--- config.mk ---
export PLATFORM = sky130hd
export DESIGN_NAME = rtc_seg_display
export DESIGN_NICKNAME = d
export VERILOG_FILES = /design/src/rtl/rtc_seg_display.sv
export SDC_FILE = /design/constraint.sdc
export NUM_CORES = 1
export LEC_CHECK = 0
export BUFFER_PORTS_ARGS = -buffer_cell sky130_fd_sc_hd__buf_2
export CAP_MARGIN = 20
export CORE_ASPECT_RATIO = 2
export CORE_MARGIN = 3
export CORE_UTILIZATION = 52
export CTS_CLUSTER_DIAMETER = 40
export DETAILED_ROUTE_END_ITERATION = 16
export GPL_TIMING_DRIVEN = 1
export MAX_ROUTING_LAYER = met4
export PLACE_DENSITY = 0.74
export SYNTH_ARGS = -nofsm -noshare
export SYNTH_HDL_FRONTEND = slang
export SYNTH_SLANG_ARGS = --single-unit
--- constraint.sdc ---
create_clock -name CLK -period 2.89 [get_ports CLK]
set_input_delay 0.1445 -clock CLK [delete_from_list [all_inputs] [get_ports CLK]]
set_output_delay 0.1445 -clock CLK [all_outputs]
set_load 0.02 [all_outputs]
--- src/rtl/rtc_seg_display.sv ---
// Six-digit multiplexed seven-segment driver showing BCD time as HH.MM.SS.
// Time is latched once per scan frame; the decimal points toggle when the seconds value moves.

module rtc_seg_digit (
    input  logic [3:0] bcd,
    input  logic       dp_on,
    output logic [7:0] seg
);
    logic [6:0] body;

    // Active-low {g..a}; anything outside 0-9 renders as a dash.
    always_comb begin
        body = 7'h3F;
        case (bcd)
            4'd0:    body = 7'h40;
            4'd1:    body = 7'h79;
            4'd2:    body = 7'h24;
            4'd3:    body = 7'h30;
            4'd4:    body = 7'h19;
            4'd5:    body = 7'h12;
            4'd6:    body = 7'h02;
            4'd7:    body = 7'h78;
            4'd8:    body = 7'h00;
            4'd9:    body = 7'h10;
            default: body = 7'h3F;
        endcase
    end

    assign seg = {~dp_on, body};
endmodule

module rtc_seg_display #(
    parameter int SCAN_DIV  = 50000,
    parameter int BLANK_CYC = 500
) (
    input  logic       CLK,
    input  logic       RST,
    input  logic [7:0] Time_hour,
    input  logic [7:0] Time_munite,
    input  logic [7:0] Time_second,
    output logic [7:0] SMG_Data,
    output logic [5:0] Scan_Sig
);
    localparam int NUM_DIGITS = 6;
    localparam int CNT_W      = (SCAN_DIV > 1) ? $clog2(SCAN_DIV) : 1;
    localparam logic [CNT_W-1:0] CNT_LAST  = CNT_W'(SCAN_DIV - 1);
    localparam logic [CNT_W-1:0] BLANK_LIM = CNT_W'(BLANK_CYC);

    logic [CNT_W-1:0] cnt;
    logic [2:0]       idx;
    logic [7:0]       snap_h, snap_m, snap_s;
    logic             dp_flag;

    logic                             slot_end;
    logic                             frame_end;
    logic                             blank;
    logic [NUM_DIGITS-1:0][3:0]       digit;
    logic [NUM_DIGITS-1:0][7:0]       seg_all;

    assign slot_end  = (cnt == CNT_LAST);
    assign frame_end = slot_end && (idx == 3'd5);
    assign blank     = (cnt < BLANK_LIM);

    always_ff @(posedge CLK) begin
        if (RST) begin
            cnt <= '0;
            idx <= '0;
        end else if (slot_end) begin
            cnt <= '0;
            idx <= (idx == 3'd5) ? 3'd0 : idx + 3'd1;
        end else begin
            cnt <= cnt + 1'b1;
        end
    end

    // Snapshot at the frame boundary so a frame never mixes old and new time.
    always_ff @(posedge CLK) begin
        if (RST) begin
            snap_h  <= 8'h00;
            snap_m  <= 8'h00;
            snap_s  <= 8'h00;
            dp_flag <= 1'b0;
        end else if (frame_end) begin
            snap_h  <= Time_hour;
            snap_m  <= Time_munite;
            snap_s  <= Time_second;
            if (Time_second != snap_s)
                dp_flag <= ~dp_flag;
        end
    end

    // Digit 0 (leftmost) is hour tens, digit 5 is second units.
    assign digit = {snap_s[3:0], snap_s[7:4],
                    snap_m[3:0], snap_m[7:4],
                    snap_h[3:0], snap_h[7:4]};

    for (genvar g = 0; g < NUM_DIGITS; g++) begin : g_dig
        localparam bit DP_POS = (g == 1) || (g == 3);
        rtc_seg_digit u_dig (
            .bcd   (digit[g]),
            .dp_on (dp_flag && DP_POS),
            .seg   (seg_all[g])
        );
    end

    always_ff @(posedge CLK) begin
        if (RST || blank) begin
            SMG_Data <= 8'hFF;
            Scan_Sig <= '1;
        end else begin
            SMG_Data <= seg_all[idx];
            Scan_Sig <= ~(NUM_DIGITS'(1) << idx);
        end
    end
endmodule

==> metrics <==
final setup violation count 0; post-synthesis compound-gate area fraction 16.9%; CORE AREA 0.00907 mm2; FFs w/ async S/R, synth 0%; CP delay by family, top simple AND/OR/NAND/NOR gates; DRC Markers 0; post-route ant nets 0; Starting DRT DRC Count 221; Max Freq 0.357 GHz; IO Pins 40; TritonCTS clock tree done; die height 143 um; TritonCTS Buffers 9; Worst Setup Path Type flip-flop to flip-flop; Post-Synth XOR/XNOR Area 3.93%; Max VDD drop 0.341 mV; clock tree buffer depth 2; Worst EP arrival 3.09 ns; Avg Inst Size Synth 9.02 um2; initial antenna violation count 0; final period utilization 96.9%; outcome finished, final reports clean; H-Tree Depth 3; final WL 12100 um; count leader, synth dfxtp_1; gpl congestion 0.972; sequential fraction of the synthesis area 40.9%; delay of the slowest critical-path stage 0.53 ns; met3 Use GR 5.07%; CP Cell Sequence or4_4, or4_4, nor2_4, buf_12, nand2_4, a21oi_4, inv_2, ha_2, nor2b_4, nand2_1, o211ai_1, a21oi_1, a22o_1; Simple-Gate Fraction of Synth Area 16.9%; via/cell ratio 5.80; Sink Count 100; number of global-route vias before repair 4097; mapped cell area 0.00490 mm2; # hold bufs at CTS 0; first-pass GRT wire length 19400 um; fin nets 665; register bit total from synthesis 100; synth top area cells dfxtp_1, ha_1, nand2_1, mux2i_1, o21ai_0; Pwr Density 437 mW/mm2; number of synthesized flops with an enable pin 0; yosys warns 0; Yosys top cell by area dfxtp_1; max-slew violation count 0; Post-Layout Cell Count 714; Worst-Margin Slew 0.523 ns; Top Usage Layer GRT met2; Worst Path Buf+Inv 2; Worst Skew 0.00881 ns; synth cell count leaders dfxtp_1, nand2_1, o21ai_0; Worst setup SP type flip-flop; Max Cap Viol 0; Slowest-stage cell, CP or4_4; Post-Synth Adder-Cell Area 8.18%; share of the synthesized area in the top cell type 40.9%; row cnt 49; Max Fanout on Critical Path 7; post-synthesis mux area share 8.79%; GR Overflow Total 0; area of the die 0.0107 mm2; antenna cells 0; count of cell types in the netlist 59; clk slew on worst S/H paths 0.07 ns; max-slew headroom at the worst pin 65.1%; CTS root buffer clkbuf_16; met2 Use GR 45.1%; class of the worst hold path input pin to flip-flop; worst-skew pair later-pin latency 0.35 ns; largest net degree at the start of global routing 30; Pre-antenna DRT Iters 4; dpl cells 689; final core occ 64.2%; Fin. Hold Viols 0; ys flop type dfxtp_1; Synth Instances 543; largest family of logic cells by synthesized area compound AO/OA/AOI/OAI gates; die width 74.6 um; worst endpoint required time 3.18 ns; share of layout cells above drive strength 1 22.5%; vias post-DR 4141; P_leak 2.48 nW; Crit path top cell by count or4_4; GRT Util Overall 24.7%; Starting Density 54.0%; fin crit period 2.80 ns; Syn Nets 601; Layout area overhead 19.0%; Worst Setup End Kind flip-flop; GR met1 Demand/Resource 23.4%; Routed wire per std cell 17.0 um; PortBufs 39; post-DP HPWL 9160 um
[layout by cell type, fill, tap and decap left out, types with 5 or more instances in the layout]
| cell | instances |
|---|---|
| a21oi_2 | 5 |
| buf_4 | 34 |
| nor2_1 | 38 |
| ha_1 | 29 |
| o21ai_1 | 9 |
| dfxtp_1 | 99 |
| o211ai_1 | 10 |
| and2_1 | 5 |
| nand2_1 | 68 |
| inv_1 | 24 |
| nand3_1 | 10 |
| o21ai_0 | 42 |
| mux2i_1 | 25 |
| xor2_1 | 17 |
| a21oi_1 | 33 |
| buf_2 | 39 |
| nor3_1 | 12 |
| clkbuf_16 | 10 |
| mux4_2 | 7 |
| xnor2_1 | 5 |
[worst register-to-register path: cells and delay by family (launching register included)]
| family | cells | cell delay [ns] |
|---|---|---|
| compound gates | 4 | 0.56 |
| flops | 1 | 0.33 |
| simple gates | 6 | 1.44 |
| buf+inv | 2 | 0.21 |
| fa+ha+maj | 1 | 0.18 |
[final timing paths]
check / from / end / slack, ns / cells after the start
max: cnt[13]$_SDFF_PP0_ / g_dig[3].u_dig.body[4]$_DFF_P_ / 0.09 / 13
min: Time_munite[4] / snap_m[4]$_SDFFE_PP0P_ / 0.09 / 3
max reg2reg: cnt[13]$_SDFF_PP0_ / g_dig[3].u_dig.body[4]$_DFF_P_ / 0.09 / 13
min reg2reg: cnt[0]$_SDFF_PP0_ / cnt[0]$_SDFF_PP0_ / 0.46 / 1
[registers in the layout, indices dropped and copies added, names as in the netlist]
| signal | flops |
|---|---|
| idx | 3 |
| snap_m | 8 |
| dp_flag | 1 |
| Scan_Sig | 6 |
| SMG_Data | 8 |
| cnt | 16 |
| snap_h | 8 |
| snap_s | 8 |
| g_dig.u_dig.body | 42 |
[kinds of logic after synthesis]
| kind of cell | Yosys count |
|---|---|
| AND/OR/NAND/NOR | 169 |
| adder cells (fa/ha/maj) | 32 |
| multiplexers | 34 |
| XOR/XNOR | 22 |
| buffers and inverters | 51 |
| flip-flops | 100 |
| AO/OA/AOI/OAI | 135 |
[power breakdown]
part | total (mW) | switching [mW] | internal, mW
sequential | 1.38 | 0.00297 | 1.38
clock | 1.09 | 0.507 | 0.587
combinational | 0.0722 | 0.0482 | 0.0241
[area by class of cell]
type                       instances  area, um2
sequential                       100       2000
fill                             755       3250
inverter                          28        105
tap                              102        128
clock inverter                     5       37.5
timing repair buffer              76        515
clock buffer                      11        233
multi-input combinational        392       2810
[repair_timing]
action | in CTS | in global routing
gates resized for setup | 2 | 9
endpoints found under the setup margin | 5 | 21
gates cloned | 0 | 1
pin swaps | 1 | 7
buffers inserted | 0 | 8
[metrics by stage]
step	instance area [um2]	TNS (ns)	setup WS, ns	hold slack [ns]	total power [mW]
3_3_place_gp	5440	0	0.00614	0.427	1.48
3_5_place_dp	5440	-0.0264	-0.0144	0.435	1.49
4_1_cts	5720	0	0.00453	0.0775	2.56
2_1_floorplan	5010	0	0.000297	0.300	1.45
6_report	5830	0	0.0906	0.0884	2.55
5_1_grt	5830	-0.0118	-0.00739	0.0871	2.63
[metal layers]
layer | up-vias | share of wire (%)
li1 | 2023 | -
met1 | 1976 | 36
met2 | 105 | 56
met3 | 37 | 3.4
met4 | 0 | 4.3
met5 | - | 0
Power figures use the tool's default switching activity.
